<file path="src/rtl/cpu_pkg.sv">
`default_nettype none
// ============================================================================
//  Module      : cpu_pkg
//  Description : Shared CPU types and default sizes for the cpu, the memory
//                and the memory arbiter.
//  Revision    : 1.0 - initial release
// ============================================================================
package cpu_pkg;

    // Default word width, memory depth and address width.
    localparam int c_DEF_N  = 16;
    localparam int c_DEF_M  = 1024;
    localparam int c_DEF_AW = 10;

    // Owner of the read word that the memory returns next cycle.
    typedef enum logic [1:0] {
        RSP_NONE = 2'd0,
        RSP_IF   = 2'd1,
        RSP_DRD  = 2'd2
    } rsp_src_t;

endpackage : cpu_pkg
`default_nettype wire

</file>
<file path="src/rtl/arb_prio2.sv">
`default_nettype none
// ============================================================================
//  Module      : arb_prio2
//  Description : Two-requester fixed-priority grant logic. The high-priority
//                requester wins unless force_lo is set while the low-priority
//                requester is waiting.
//  Revision    : 1.0 - initial release
// ============================================================================
module arb_prio2 (
    input  logic req_hi,
    input  logic req_lo,
    input  logic force_lo,
    output logic gnt_hi,
    output logic gnt_lo
);

    // Grant decision: at most one grant, purely combinational.
    always_comb begin
        gnt_hi = req_hi && !(req_lo && force_lo);
        gnt_lo = req_lo && !gnt_hi;
    end

endmodule : arb_prio2
`default_nettype wire

</file>
<file path="src/rtl/mem_arbiter.sv">
`default_nettype none
// ============================================================================
//  Module      : mem_arbiter
//  Description : Shares one single-port synchronous-read memory between the
//                instruction-fetch path and the load/store path. Data has
//                priority; a run counter bounds fetch starvation to MAXRUN
//                consecutive data grants. Read words are routed back to the
//                requester one cycle after its grant.
//  Revision    : 1.0 - initial release
// ============================================================================
import cpu_pkg::*;

module mem_arbiter #(
    parameter int N      = c_DEF_N,
    parameter int M      = c_DEF_M,
    parameter int AW     = c_DEF_AW,
    parameter int MAXRUN = 4
) (
    input  logic          clk,
    input  logic          rst,
    // instruction-fetch port
    input  logic          if_req,
    input  logic [AW-1:0] if_addr,
    output logic          if_gnt,
    output logic          if_rvalid,
    output logic [N-1:0]  if_rdata,
    // load/store port
    input  logic          d_req,
    input  logic          d_we,
    input  logic [AW-1:0] d_addr,
    input  logic [N-1:0]  d_wdata,
    output logic          d_gnt,
    output logic          d_rvalid,
    output logic [N-1:0]  d_rdata,
    // memory port
    output logic [AW-1:0] mem_addr,
    output logic [N-1:0]  mem_wdata,
    output logic          mem_we,
    input  logic [N-1:0]  mem_rdata
);

    localparam int c_RUN_W = $clog2(MAXRUN + 1);
    localparam logic [c_RUN_W-1:0] c_RUN_MAX = c_RUN_W'(MAXRUN);

    logic [c_RUN_W-1:0] r_run;
    rsp_src_t           r_rsp_src;
    rsp_src_t           w_rsp_nxt;
    logic               w_arb_dgnt;
    logic               w_arb_ignt;
    logic               w_force_if;

    // Fetch is forced through once data has won MAXRUN times in a row.
    assign w_force_if = (r_run == c_RUN_MAX);

    arb_prio2 u_arb (
        .req_hi   (d_req),
        .req_lo   (if_req),
        .force_lo (w_force_if),
        .gnt_hi   (w_arb_dgnt),
        .gnt_lo   (w_arb_ignt)
    );

    // Reset suppresses every grant so nothing reaches the memory.
    assign d_gnt  = w_arb_dgnt && !rst;
    assign if_gnt = w_arb_ignt && !rst;

    // Run counter: counts data wins while fetch waits, saturating at MAXRUN.
    always_ff @(posedge clk) begin
        if (rst) begin
            r_run <= '0;
        end else if (if_gnt || !if_req) begin
            r_run <= '0;
        end else if (d_gnt && (r_run != c_RUN_MAX)) begin
            r_run <= r_run + 1'b1;
        end
    end

    // Response-owner register.
    always_ff @(posedge clk) begin
        if (rst) begin
            r_rsp_src <= RSP_NONE;
        end else begin
            r_rsp_src <= w_rsp_nxt;
        end
    end

    // Next response owner: stores and idle cycles produce no response.
    always_comb begin
        w_rsp_nxt = RSP_NONE;
        if (if_gnt) begin
            w_rsp_nxt = RSP_IF;
        end else if (d_gnt && !d_we) begin
            w_rsp_nxt = RSP_DRD;
        end
    end

    // Memory drive from the winner; idle drives zeros.
    always_comb begin
        mem_addr  = '0;
        mem_wdata = '0;
        mem_we    = 1'b0;
        if (d_gnt) begin
            mem_addr  = d_addr;
            mem_wdata = d_wdata;
            mem_we    = d_we;
        end else if (if_gnt) begin
            mem_addr  = if_addr;
        end
    end

    // Response routing; a response in flight when reset rises is dropped.
    always_comb begin
        if_rvalid = !rst && (r_rsp_src == RSP_IF);
        d_rvalid  = !rst && (r_rsp_src == RSP_DRD);
        if_rdata  = if_rvalid ? mem_rdata : '0;
        d_rdata   = d_rvalid  ? mem_rdata : '0;
    end

endmodule : mem_arbiter
`default_nettype wire

</file>
<file path="config.mk">
export PLATFORM = sky130hd
export DESIGN_NAME = mem_arbiter
export DESIGN_NICKNAME = d
export VERILOG_FILES = /design/src/rtl/cpu_pkg.sv /design/src/rtl/arb_prio2.sv /design/src/rtl/mem_arbiter.sv
export SDC_FILE = /design/constraint.sdc
export NUM_CORES = 1
export LEC_CHECK = 0
export ABC_AREA = 0
export BUFFER_PORTS_ARGS = -buffer_cell sky130_fd_sc_hd__buf_2
export CAP_MARGIN = 40
export CORE_UTILIZATION = 35
export CTS_BUF_LIST = sky130_fd_sc_hd__clkbuf_8 sky130_fd_sc_hd__clkbuf_16
export DETAILED_ROUTE_END_ITERATION = 10
export GPL_ROUTABILITY_DRIVEN = 0
export PLACE_DENSITY = 0.88
export SLEW_MARGIN = 20
export SYNTH_ARGS = -nofsm -noshare
export SYNTH_HDL_FRONTEND = slang
export SYNTH_SLANG_ARGS = --single-unit
</file>
<file path="constraint.sdc">
create_clock -name clk -period 4.35 [get_ports clk]
set_clock_uncertainty 0.1 [all_clocks]
set_input_delay 0.435 -clock clk [delete_from_list [all_inputs] [get_ports clk]]
set_output_delay 0.435 -clock clk [all_outputs]
set_load 0.02 [all_outputs]
</file>
== Yosys cells after proc, flatten, opt, wreduce, memory -nomap -nowiden ==
Cells that the tools add are included.

* Input port bits: 57
* Flip-flop bits (word level): 5
* Logic and storage cells: 33
* Output and inout bits: 63

* Multiplexer cells: 8
* $add $sub $neg: 1
* Reduce and logical (&&, ||, !) cells: 17
* Eq/ne operators: 4

{| class="wikitable"
|+ Operator list
! kind !! number
|-
| 16-bit 2-to-1 mux || 3
|-
| 10-bit 2-to-1 mux || 2
|-
| 1-bit logical AND || 9
|-
| 1-bit zero test || 5
|-
| 2-bit OR reduction || 2
|-
| 3-bit by 1-bit adder with 3-bit output (second input constant) || 1
|-
| 3-bit == test (second input constant) || 1
|-
| 3-bit != test (second input constant) || 1
|-
| 2-bit by 1-bit == test with 1-bit output (second input constant) || 1
|-
| 2-bit == test (second input constant) || 1
|-
| 1-bit 2-to-1 mux || 2
|-
| 2-bit 2-to-1 mux || 1
|-
| 1-bit logical OR || 1
|}

== Depth between registers and ports, before layout ==
* Word-level depth: 9
* Gate-level depth with buffers: 6
* Gate-level depth less buffers: 4

== Hierarchy ==
A second synthesis with hierarchy kept.

* Cells, all modules: 107
* Area total of the unflattened synthesis: 734.5 µm²

{| class="wikitable"
|+ Modules (own cells, without submodules)
! module !! cells each !! area each (µm²) !! times used !! sequential area each (µm²)
|-
| mem_arbiter || 104 || 715.7 || 1 || 100.1
|-
| arb_prio2 || 3 || 18.8 || 1 || 0.0
|}

== Worst setup path before layout ==
No wires, ideal clock.

* Path type: reg-to-output
* From: register r_run[0]
* To: output mem_wdata[10]
* Cell stages (with the launch flop): 6
* Arrival: 1.487 ns
* Required time: 3.815 ns
* Path slack: 2.328 ns
* Buffers on the path: 1
* Cell sequence: dfxtp_1 -> inv_1 -> ha_1 -> and3_1 -> buf_4 -> nor3b_1

* Word-level cells in the longest chain between the ends: 6

{| class="wikitable"
|+ Ends and longest elaborated chain
! what !! line !! source
|-
| start, declared || mem_arbiter.sv:45 || <nowiki>logic [c_RUN_W-1:0] r_run;</nowiki>
|-
| start signal, assigned || mem_arbiter.sv:74 || <nowiki>r_run <= r_run + 1'b1;</nowiki>
|-
| 3-bit == test || mem_arbiter.sv:53 || <nowiki>assign w_force_if = (r_run == c_RUN_MAX);</nowiki>
|-
| 1-bit logical AND || arb_prio2.sv:19 || <nowiki>gnt_hi = req_hi && !(req_lo && force_lo);</nowiki>
|-
| 1-bit zero test || arb_prio2.sv:19 ||
|-
| 1-bit logical AND || arb_prio2.sv:19 ||
|-
| 1-bit logical AND || mem_arbiter.sv:64 || <nowiki>assign d_gnt = w_arb_dgnt && !rst;</nowiki>
|-
| 16-bit 2-to-1 mux || mem_arbiter.sv:102 || <nowiki>if (d_gnt) begin</nowiki>
|-
| end, declared || mem_arbiter.sv:37 || <nowiki>output logic [N-1:0] mem_wdata,</nowiki>
|}

Every way passes these cells.

== Worst setup path after layout ==
* From: register r_run[0]
* To: output mem_addr[8]

* Word-level cells in the longest chain between the ends: 9
* Elaborated cells on any way between the ends: 10
* Classes of those cells: 1 x eq/ne; 2 x mux; 7 x reduce/logical

{| class="wikitable"
|+ Ends and longest elaborated chain
! what !! line !! source
|-
| 3-bit == test (*) || mem_arbiter.sv:53 ||
|-
| 1-bit logical AND (*) || arb_prio2.sv:19 ||
|-
| 1-bit zero test (*) || arb_prio2.sv:19 ||
|-
| 1-bit logical AND (*) || arb_prio2.sv:19 ||
|-
| 1-bit zero test || arb_prio2.sv:20 || <nowiki>gnt_lo = req_lo && !gnt_hi;</nowiki>
|-
| 1-bit logical AND || arb_prio2.sv:20 ||
|-
| 1-bit logical AND || mem_arbiter.sv:65 || <nowiki>assign if_gnt = w_arb_ignt && !rst;</nowiki>
|-
| 10-bit 2-to-1 mux || mem_arbiter.sv:106 || <nowiki>end else if (if_gnt) begin</nowiki>
|-
| 10-bit 2-to-1 mux (*) || mem_arbiter.sv:102 ||
|-
| end, declared || mem_arbiter.sv:36 || <nowiki>output logic [AW-1:0] mem_addr,</nowiki>
|}

Mark *: on every way between the ends. The rest lies on a longest branch, timed or not.

==> impl_metrics.py <==
metrics = {
    "run_status": {
        "outcome": "finished clean",
    },
    "worst_setup_path": {
        "crit_buf_inv": 2,
        "cp_top_family": "compound AO/OA/AOI/OAI gates",
        "critical_path_class": "flop to output pin",
        "crit_path_end_kind": "output pin",
        "path_cells": "inv_1 > ha_1 > a21boi_1 > o22ai_1 > buf_2",
        "crit_arrival_ns": 1.97,
        "cpMaxStageDelayCell": "a21boi_1",
        "startpoint_type": "flop",
        "critPathRequiredTime_ns": 3.82,
        "crit_fanout": 12,
        "cp_slowest_stage_delay_ns": 0.72,
    },
    "sta": {
        "slew_violations": 0,
        "rsz0062_at_grt": "false",
        "final-setup-viol-count": 0,
        "hold_viol_final": 0,
        "worst-slew-pin-transition_ns": 0.881,
        "fin_crit_sh_pct": 57.6,
        "max_freq_mhz": 399,
        "fin_tns_setup_ns": 0,
        "slew_headroom_pct": 41.1,
        "whs_ns": 0.297,
        "min_period_ns": 2.51,
    },
    "detailed_routing": {
        "drc": 0,
        "vias": 1280,
        "via_per_inst": 4.94,
        "drt-initial-drc-count": 19,
        "ant_nets": 0,
        "wl_um": 3330,
        "wl_per_cell_um": 12.9,
        "drt_pass1_iterations": 4,
    },
    "grt": {
        "grt_pass1_wl_um": 4400,
        "antenna_found_initial": 0,
        "grt_max_degree": 27,
        "grt_pass1_vias": 987,
        "grtUsageTotal_pct": 21.1,
        "gr-total-overflow": 0,
    },
    "cells_and_area": {
        "drive_gt1_share_pct": 72.5,
        "final_cell_mix": "buf_2, and2_2, nand3b_1",
        "post-route-util_pct": 61.8,
        "seq_area_um2": 100,
        "n_antenna_cell": 0,
        "layout_commonest_cell": "buf_2",
        "multi_input_area_um2": 761,
        "fillCellCount": 250,
        "area_delta_synth_final_pct": 63.9,
        "nets": 289,
    },
    "cts": {
        "cts-hold-fix-buffers": 0,
        "cts_tree": "yes",
        "clock-sinks": 5,
        "clkLatencyLatePin_ns": 0.22,
        "ctsResizeCount": 0,
        "cts_setup_buffers": 0,
        "clk_path_buf_depth": 2,
        "htreeDepth": 1,
        "cts-root-buf": "clkbuf_8",
        "numCtsBuffers": 3,
        "cts.clk_slew.worst_paths_ns": 0.03,
    },
    "synth": {
        "synth-main-ff-cell": "dfxtp_1",
        "synth_fp_nets": 175,
        "seq_area_frac_synth_pct": 10.4,
        "async_flop_share_pct": 0,
        "yosysTopAreaCellShare_pct": 24.3,
        "yosys.area.top_type": "and2_2",
        "yosys_warnings": 0,
        "synth_edf_count": 0,
        "netlist_area_um2": 960,
        "synthDistinctLibCells": 21,
        "ys_seq_elements": 5,
        "synthCells": 116,
        "syn_avg_cell_area_um2": 8.27,
        "synth_area_leaders": "and2_2, nand3b_1, nor3b_2, dfxtp_1, nor3b_1",
    },
    "min_path": {
        "hold_path_class": "input port to flop",
    },
    "pwr": {
        "irDropWorstVdd_mv": 0.139,
        "powerDensity_nw_per_um2": 150,
        "p_leak_nw": 0.889,
    },
    "floorplan": {
        "start_util_pct": 37.7,
        "core_um2": 2540,
        "fp.dieW_um": 54.4,
        "num_rows": 18,
        "die_h_um": 54.4,
        "die_area_um2": 2960,
        "pin_count": 120,
    },
    "placement": {
        "hpwl_um": 2730,
        "port_buffers": 119,
    },
    "flow_run": {
        "max_cap_viol_count": 0,
    },
}
==> sequential cells by signal (all words and copies together), names as in the netlist <==
name	flops
r_rsp_src	2
r_run	3
==> kinds of logic after synthesis <==
| kind of cell | share of synthesized area, % |
|---|---|
| AO/OA/AOI/OAI | 9.39 |
| AND/OR/NAND/NOR | 67.3 |
| buffers and inverters | 10.3 |
| adder cells (fa/ha/maj) | 2.61 |
| flip-flops | 10.4 |
==> cell type report <==
type / instances / area share, %
Multi-Input combinational cell: 96 / 48.4
Timing Repair Buffer: 121 / 39.3
Sequential cell: 5 / 6.36
Clock buffer: 3 / 2.63
Tap cell: 30 / 2.39
Inverter: 3 / 0.716
Clock inverter: 1 / 0.239
==> power by group <==
part | internal (mW) | switching [mW]
sequential | 0.0474 | 0.000735
combinational | 0.0483 | 0.0568
clock | 0.0604 | 0.0222
total | 0.156 | 0.0797
==> cell usage after synthesis (all sizes together), types with 2 or more instances <==
master,n
a211oi,2
nor3b,21
inv,3
ha,2
nand2b,2
o22ai,10
nand3b,21
buf,10
clkbuf,2
and2,32
dfxtp,5
==> per-stage QoR <==
stage                     area, µm²  std cells  total power [mW]  worst slack [ns]
after floorplan                 960        116             0.109              2.33
after global placement         1510        253             0.151              1.86
after detailed placement       1520        254             0.153              2.02
after CTS                      1560        258             0.237              1.85
after global routing           1570        259             0.248              1.77
final                          1570        259             0.236              1.84
==> routing by layer <==
layer / track usage (%) / share of wire, %
met1: 22.3 / 38
met2: 39.2 / 52
met3: 3.61 / 9.2
met4: 11.1 / 1.4
met5: 0 / 0
==> path summary, 6_finish.rpt <==
kind | from | endpoint | slack, ns | cells after the start
setup / recovery | r_run[0] | mem_addr[8] | 1.84 | 5
hold / removal | d_we | r_rsp_src[1] | 0.30 | 2
setup reg to reg | r_run[0] | r_rsp_src[0] | 2.65 | 4
hold reg to reg | r_run[0] | r_run[0] | 0.35 | 1
No activity file was read; power rests on OpenSTA's default activity.
